File: config.mk
export PLATFORM = sky130hd
export DESIGN_NAME = point_word_link
export DESIGN_NICKNAME = d
export VERILOG_FILES = /design/src/rtl/point_word_link.sv
export SDC_FILE = /design/constraint.sdc
export NUM_CORES = 1
export LEC_CHECK = 0
export ABC_AREA = 0
export BUFFER_PORTS_ARGS = -buffer_cell sky130_fd_sc_hd__buf_2
export CAP_MARGIN = 20
export CORE_ASPECT_RATIO = 1.1
export CORE_UTILIZATION = 23
export DETAILED_ROUTE_END_ITERATION = 12
export SLEW_MARGIN = 20
export SYNTH_ARGS = -nofsm -noshare
export SYNTH_HDL_FRONTEND = slang
export SYNTH_SLANG_ARGS = --single-unit
File: constraint.sdc
create_clock -name clock -period 9.2 [get_ports clock]
set_clock_uncertainty 0.05 [all_clocks]
set_input_delay 0.92 -clock clock [delete_from_list [all_inputs] [get_ports clock]]
set_output_delay 0.92 -clock clock [all_outputs]
set_load 0.02 [all_outputs]
File: src/rtl/point_word_link.sv
// Word-to-beat framing stage between the DUT core and point_master_io.
// TX serialises words into {valid,last,payload} beats; RX reassembles beats into a FWFT FIFO.
module point_word_link #(
  parameter int WORD_W   = 32,
  parameter int LANE_W   = 8,
  parameter int RX_DEPTH = 4
) (
  input  logic                clock,
  input  logic                reset_n,
  input  logic [WORD_W-1:0]   tx_data,
  input  logic                tx_valid,
  output logic                tx_ready,
  output logic [WORD_W-1:0]   rx_data,
  output logic                rx_valid,
  input  logic                rx_ready,
  output logic [LANE_W+1:0]   link_o,
  input  logic [LANE_W+1:0]   link_i,
  output logic                rx_overflow,
  output logic                rx_frame_err
);

  localparam int BEATS = WORD_W / LANE_W;
  localparam int BW    = (BEATS > 1) ? $clog2(BEATS) : 1;
  localparam int PW    = $clog2(RX_DEPTH);
  localparam logic [BW-1:0] LAST_BEAT = BW'(BEATS - 1);

  typedef enum logic {
    TX_IDLE,
    TX_SEND
  } tx_state_t;

  typedef enum logic {
    RX_ASSEMBLE,
    RX_DISCARD
  } rx_state_t;

  // ---------------------------------------------------------------- TX path
  tx_state_t         tx_state;
  logic [BW-1:0]     tx_beat;
  logic [BW-1:0]     tx_next_beat;
  logic [WORD_W-1:0] tx_shift;
  logic              tx_en;
  logic              tx_accept;

  // tx_en keeps tx_ready low while in reset and until the first edge after release
  always_comb begin
    tx_ready     = tx_en & ((tx_state == TX_IDLE) |
                            ((tx_state == TX_SEND) & (tx_beat == LAST_BEAT)));
    tx_accept    = tx_valid & tx_ready;
    tx_next_beat = tx_beat + BW'(1);
  end

  always_ff @(posedge clock or negedge reset_n) begin
    if (!reset_n) begin
      tx_state <= TX_IDLE;
      tx_beat  <= '0;
      tx_shift <= '0;
      link_o   <= '0;
      tx_en    <= 1'b0;
    end else begin
      tx_en <= 1'b1;
      if (tx_accept) begin
        tx_state <= TX_SEND;
        tx_beat  <= '0;
        tx_shift <= tx_data >> LANE_W;
        link_o   <= {1'b1, (BEATS == 1), tx_data[LANE_W-1:0]};
      end else if (tx_state == TX_SEND) begin
        if (tx_beat == LAST_BEAT) begin
          tx_state <= TX_IDLE;
          link_o   <= '0;
        end else begin
          tx_beat  <= tx_next_beat;
          tx_shift <= tx_shift >> LANE_W;
          link_o   <= {1'b1, (tx_next_beat == LAST_BEAT), tx_shift[LANE_W-1:0]};
        end
      end
    end
  end

  // ---------------------------------------------------------------- RX path
  rx_state_t         rx_state;
  logic [BW-1:0]     rx_cnt;
  logic [WORD_W-1:0] rx_asm;
  logic [WORD_W-1:0] rx_word;
  logic              lnk_valid;
  logic              lnk_last;
  logic [LANE_W-1:0] lnk_payload;
  logic              rx_push;

  always_comb begin
    lnk_valid   = link_i[LANE_W+1];
    lnk_last    = link_i[LANE_W];
    lnk_payload = link_i[LANE_W-1:0];
    // final beat completes the word directly from the link, without passing through rx_asm
    rx_word     = rx_asm;
    rx_word[(BEATS-1)*LANE_W +: LANE_W] = lnk_payload;
    rx_push     = (rx_state == RX_ASSEMBLE) & lnk_valid & lnk_last & (rx_cnt == LAST_BEAT);
  end

  always_ff @(posedge clock or negedge reset_n) begin
    if (!reset_n) begin
      rx_state     <= RX_ASSEMBLE;
      rx_cnt       <= '0;
      rx_asm       <= '0;
      rx_frame_err <= 1'b0;
    end else begin
      rx_frame_err <= 1'b0;
      case (rx_state)
        RX_ASSEMBLE: begin
          if (lnk_valid) begin
            if (lnk_last) begin
              if (rx_cnt != LAST_BEAT) rx_frame_err <= 1'b1;
              rx_cnt <= '0;
            end else if (rx_cnt != LAST_BEAT) begin
              rx_asm[32'(rx_cnt)*LANE_W +: LANE_W] <= lnk_payload;
              rx_cnt <= rx_cnt + BW'(1);
            end else begin
              rx_frame_err <= 1'b1;
              rx_cnt       <= '0;
              rx_state     <= RX_DISCARD;
            end
          end
        end
        RX_DISCARD: begin
          if (lnk_valid & lnk_last) begin
            rx_state <= RX_ASSEMBLE;
            rx_cnt   <= '0;
          end
        end
        default: rx_state <= RX_ASSEMBLE;
      endcase
    end
  end

  // ---------------------------------------------------------------- RX FIFO
  logic [WORD_W-1:0] fifo_mem [RX_DEPTH];
  logic [PW:0]       wr_ptr;
  logic [PW:0]       rd_ptr;
  logic              fifo_full;
  logic              fifo_pop;
  logic              fifo_wr;

  always_comb begin
    rx_valid  = (wr_ptr != rd_ptr);
    fifo_full = (wr_ptr[PW] != rd_ptr[PW]) & (wr_ptr[PW-1:0] == rd_ptr[PW-1:0]);
    fifo_pop  = rx_valid & rx_ready;
    fifo_wr   = rx_push & (~fifo_full | fifo_pop);
    rx_data   = rx_valid ? fifo_mem[rd_ptr[PW-1:0]] : '0;
  end

  always_ff @(posedge clock) begin
    if (fifo_wr) fifo_mem[wr_ptr[PW-1:0]] <= rx_word;
  end

  always_ff @(posedge clock or negedge reset_n) begin
    if (!reset_n) begin
      wr_ptr      <= '0;
      rd_ptr      <= '0;
      rx_overflow <= 1'b0;
    end else begin
      if (fifo_wr) wr_ptr <= wr_ptr + (PW+1)'(1);
      if (rx_push & ~fifo_wr) rx_overflow <= 1'b1;
      if (fifo_pop) rd_ptr <= rd_ptr + (PW+1)'(1);
    end
  end

endmodule
## After elaboration in Yosys (flattened, before gate mapping)

Memories as Yosys holds them, arrays and structs flattened.
Cells that the tools add are included.
W data, S select, Z words.

- Reduce and logical (&&, ||, !) cells: 4
- Equality and inequality tests: 10
- $lt $le $gt $ge: 0
- Add/sub/neg operators: 5
- Shifts and indexed selects: 2
- Mux-type cells: 30
- Multipliers: 0
- Bitwise gates (word level): 18
- Div/mod/pow operators: 0

Operator list:

| cell | count |
|---|---|
| $mux W32 | 4 |
| $neg A5 Y34 | 1 |
| $shift A8 B34 Y32 const A | 1 |
| $shiftx A8 B34 Y32 | 1 |
| $bwmux W32 | 1 |
| $mux W10 | 3 |
| $mux W2 | 7 |
| $mux W1 | 13 |
| $and A1 B1 Y1 | 11 |
| $add A3 B1 Y3 const B | 2 |
| $eq A2 B2 Y1 const B | 3 |
| $ne A2 B2 Y1 const B | 3 |
| $not A1 Y1 | 5 |
| $add A2 B1 Y2 const B | 2 |
| $pmux W2 S2 | 1 |
| $reduce_and A2 Y1 | 2 |
| $reduce_and A4 Y1 | 1 |
| $ne A3 B3 Y1 | 1 |
| $eq A2 B2 Y1 | 1 |
| $ne A2 B1 Y1 const B | 1 |
| $or A1 B1 Y1 | 2 |
| $pmux W1 S2 | 1 |
| $reduce_bool A2 Y1 | 1 |
| $ne A1 B1 Y1 | 1 |

- Logic and storage cells: 82
- Register bits after elaboration: 89
- Memory bits (read-only): 0
- Output and inout bits: 46
- Bits in latches: 0
- Memories: 1
- Bits in writable memories: 128

Memory list:

| name | depth | bits a word | read ports | clocked after Yosys merged registers in | write ports | RTL line | text |
|---|---|---|---|---|---|---|---|
| fifo_mem | 4 | 32 | 1 | 0 | 1 | 136 | `logic [WORD_W-1:0] fifo_mem [RX_DEPTH];` |

## Longest topological paths before layout

- Word-level depth: 7
- Gate-level depth with buffers: 7
- Depth with buffers taken out: 5

## Least setup slack after synthesis

Ideal clock, no wire load.

- Kind: input -> register
- Start point: in link_i[8]
- End point: mem fifo_mem[3][0], enable pin
- Slack: 5.059 ns
- Data arrival time: 3.630 ns
- Path buffers: 1
- Setup time: 0.461 ns
- Stages on the path: 3
- Cells stage by stage: clkbuf_1 -> nand4b_1 -> nor3_1

- Longest elaborated chain between the ends: 5

RTL lines:

| element | RTL line | text |
|---|---|---|
| from (decl) | 17 | `input logic [LANE_W+1:0] link_i,` |
| $and A1 B1 Y1 (2 in a row) | 97 | `rx_push = (rx_state == RX_ASSEMBLE) & lnk_valid & lnk_last & (rx_cnt == LAST_BEAT);` |
| $and A1 B1 Y1 | 147 | `fifo_wr = rx_push & (~fifo_full \| fifo_pop);` |
| $mux W1 | 152 | `if (fifo_wr) fifo_mem[wr_ptr[PW-1:0]] <= rx_word;` |
| $mux W1 (not written as such) | 152 |  |
| to (decl) | 136 |  |

Every way passes these cells.

## Final worst setup path

- Start point: reg rd_ptr[0]
- End point: out rx_data[19]

- Longest elaborated chain between the ends: 2
- Elaborated cells on any way between the ends: 3
- Those cells by class: eq/ne (1); mux (1); memory (1)

RTL lines:

| element | RTL line | text |
|---|---|---|
| from (decl) | 138 | `logic [PW:0] rd_ptr;` |
| from (signal assigned) | 163 | `if (fifo_pop) rd_ptr <= rd_ptr + (PW+1)'(1);` |
| $mem_v2 Z4 W32 / $ne A3 B3 Y1 (equally long branches) | n/a |  |
| $mux W32 * | 148 | `rx_data = rx_valid ? fifo_mem[rd_ptr[PW-1:0]] : '0;` |
| to (decl) | 13 | `output logic [WORD_W-1:0] rx_data,` |

Every way passes the cells marked *; elsewhere a longest branch is shown, timed or not.

==> metrics.md <==
| Metric | Value |
|---|---|
| Status | complete, no violations |
| Pwr dens | 309.4 mW/mm² |
| Max Slew Vio Count | 0 |
| Largest family of logic cells by synthesized area | simple AND/OR/NAND/NOR gates |
| Non-filler instance count after layout | 1098 |
| RSZ-0062 raised after global routing | false |
| Sum Neg Setup Slack | 0 ps |
| Synth Area in Compound Gates | 7.518% |
| Starting Density | 23.46% |
| Critical Path Start Type | flip-flop |
| Crit path capture type | output port |
| Clock Power Share | 26.8% |
| Worst vdd rail ir drop | 0.1631 mV |
| Worst hold path stage count | 1 |
| Clk buf depth | 3 |
| Setup ws final | 5428 ps |
| Post-synthesis sequential area ratio | 68.28% |
| Gr usage total | 9.631% |
| Most used cell, CP | buf_4 |
| Clk slew on worst S/H paths | 60 ps |
| Largest net degree at the start of global routing | 74 |
| Part of the cycle the worst path needs | 41.00% |
| Drt wl/cell | 15.86 µm |
| FFs w/ async S/R, synth | 36.32% |
| Share of cells above drive strength 1 | 31.01% |
| Dpl cells | 1061 |
| Post-CTS Setup Bufs | 0 |
| Worst-Skew Late Latency | 500 ps |
| Inserted Clock Buffers | 20 |
| Cts repair resizes | 0 |
| Setup CP Type | flip-flop to output port |
| Top FF cell, synth | edfxtp_1 |
| GRT overflow | 0 |
| Die Y | 201.3 µm |
| F_max | 265.1 MHz |
| Post-DP HPWL | 10.71 mm |
| Worst-Margin Slew | 996.8 ps |
| Avg Cell Area, Syn | 16.16 µm² |
| Leak pwr | 3.835 nW |
| Place WS | 5761 ps |
| Yosys cell types | 45 |
| Synth warn | 0 |
| IO Pins | 92 |
| Ranking of synthesized cells by area | edfxtp_1, dfrtp_1, mux4_2 |
| Gpl congestion | 0.7132 |
| Min-Delay Path Class | flip-flop to flip-flop |
| EDFF count, synth | 128 |
| Biggest cell delay along the critical path | 580 ps |
| DIE AREA | 0.03687 mm² |
| Port Buffers | 91 |
| Initial antenna violation count | 3 |
| Switching portion of total power | 34.39% |
| Worst Path Buf+Inv | 3 |
| Synth Net Count | 573 |
| Min Clock Period, post-route | 3772 ps |
| Fin nets | 661 |
| Core Box Area | 0.03540 mm² |
| First-pass GRT wire length | 27.82 mm |
| Psw | 1.061 mW |
| Largest fanout on the critical path | 33 |
| 1st-pass router iterations | 4 |
| Hold WS | 415.2 ps |
| Via density | 4.298 |
| Internal | 2.024 mW |
| Synth Area in Adders | 1.959% |
| # DRC | 0 |
| Mapped Area | 0.008304 mm² |
| Total of max-cap violations | 0 |
| WP data arrival | 2800 ps |
| Num rows | 72 |
| Clock sinks | 201 |
| CP Depth | 6 |
| CTS Root Cell | clkbuf_16 |
| Worst EP required | 8230 ps |
| TritonCTS clock tree | yes |
| CP Cell Sequence | buf_4, xor2_1, nor3_2, buf_4, and2b_1, buf_2 |
| Logic pwr share | 33.7% |
| R2R cell count | 5 |
| Die width | 183.2 µm |
| Post-synthesis mux area share | 9.206% |
| Final Hold Viols | 0 |
| Top-area cell type share of the netlist area | 46.29% |
| Cell count after synthesis | 514 |
| Area grow syn2layout | 20.08% |
| Post-Synth XOR/XNOR Area | 0.8438% |
| Detailed Route Iter0 Violations | 209 |
| Post-Synth Simple-Gate Area | 9.899% |
| Slew headroom | 33.19% |
| Vias in the first global route | 4845 |
| #FFs+latches synth | 201 |
| Setup violators final | 0 |
| H-tree Lvls | 1 |
| Sequential share of power | 39.5% |
| Crit-path slowest cell | dfrtp_2 |
| Vias | 4719 |
| Synth area leader | edfxtp_1 |
| Total Wirelength | 17.42 mm |
| Top delay family on crit path | buffers and inverters |
| Cts hold-fix bufs | 0 |
| Final ANT Viol Nets | 0 |
-- final timing paths --
kind                              from              to  slack (ps)
max in group asynchronous      reset_n       rd_ptr[0]        7890
setup / recovery             rd_ptr[0]     rx_data[19]        5430
setup reg to reg             rd_ptr[0]  fifo_mem[3][6]        5960
hold reg to reg            rx_overflow     rx_overflow         420
hold / removal             rx_overflow     rx_overflow         420
min in group asynchronous      reset_n    tx_shift[15]         500
-- synth_stat cells (2+ instances only) --
cell,n
o22ai_1,3
a21bo_1,2
xnor2_1,5
ha_1,13
inv_1,11
dfrtp_1,73
nand2_1,12
and2b_1,11
buf_2,8
mux2_2,3
a21bo_2,22
edfxtp_1,128
nand4_1,40
and2_1,20
xor2_1,3
a221o_1,16
clkbuf_1,24
mux4_2,32
buf_1,2
a21oi_1,10
o21ai_0,18
nor3_1,2
nor3b_1,3
nor2b_1,32
-- layout by cell type (no fill, tap or decap), types with 2 or more instances in the layout --
cell type / n
edfxtp_1: 128
inv_1: 11
nor2b_1: 32
a221o_1: 16
xor2_1: 3
and2_1: 20
nor3b_1: 3
buf_2: 90
dfrtp_1: 72
clkinv_1: 7
o21ai_0: 18
a21oi_1: 10
nor3_2: 2
nand4_1: 40
bufinv_16: 3
clkbuf_1: 2
mux2_2: 3
clkbuf_16: 20
buf_4: 11
xnor2_1: 5
mux4_2: 32
a21bo_2: 22
nand2_1: 12
ha_1: 13
a21bo_1: 2
o22ai_1: 3
and2b_1: 11
-- layout make-up --
cell class                      count  area (µm²)
Fill cell                        3571       25430
Inverter                           11       41.29
Clock inverter                     14       155.1
Timing Repair Buffer              101       533.0
Clock buffer                       22       508.0
Antenna cell                        1       2.502
Tap cell                          481       601.8
Multi-Input combinational cell    267        2459
Sequential cell                   201        5672
-- through the flow --
| stage | instance area [µm²] | power [mW] | util [%] |
|---|---|---|---|
| floorplan | 8304 | 1.966 | - |
| global placement | 9305 | 2.282 | 26.28 |
| detailed placement | 9306 | 2.301 | 26.29 |
| CTS | 9970 | 3.135 | 28.16 |
| global route | 9970 | 3.270 | 28.16 |
| finish | 9972 | 3.085 | 28.17 |
-- registers in the layout, indices dropped and copies added, names as in the netlist --
register and count:
fifo_mem 128, link_o 10, rd_ptr 3, rx_asm 24
rx_cnt 2, rx_frame_err 1, rx_overflow 1, rx_state 1
tx_beat 2, tx_en 1, tx_shift 24, tx_state 1
wr_ptr 3
-- per-layer routing --
| metal | track usage [%] | share of wire (%) | vias to the layer above | routed length, µm |
|---|---|---|---|---|
| met4 | 2.619 | 2.1 | 2 | 371 |
| met3 | 2.389 | 6.1 | 28 | 1060 |
| li1 | - | - | 2161 | - |
| met2 | 15.44 | 47 | 140 | 8189 |
| met1 | 12.90 | 45 | 2388 | 7784 |
| met5 | 0 | 0.063 | - | 11 |
-- cells by family (layout without fill, tap and decap cells) --
group	count (synthesis)	after routing
AND/OR/NAND/NOR	130	130
flip-flops	201	201
multiplexers	36	36
adder cells (fa/ha/maj)	13	13
XOR/XNOR	8	8
other	1	2
buffers and inverters	46	148
AO/OA/AOI/OAI	79	79
-- power groups by stage --
stage	combinational [mW]	clock, mW	sequential, mW
final	1.04	0.827	1.22
after detailed placement	1.06	0	1.24
after floorplan	0.764	0	1.20
after CTS	1.07	0.847	1.22
after global placement	1.05	0	1.23
after global routing	1.15	0.880	1.24
No activity file was read; power rests on OpenSTA's default activity.
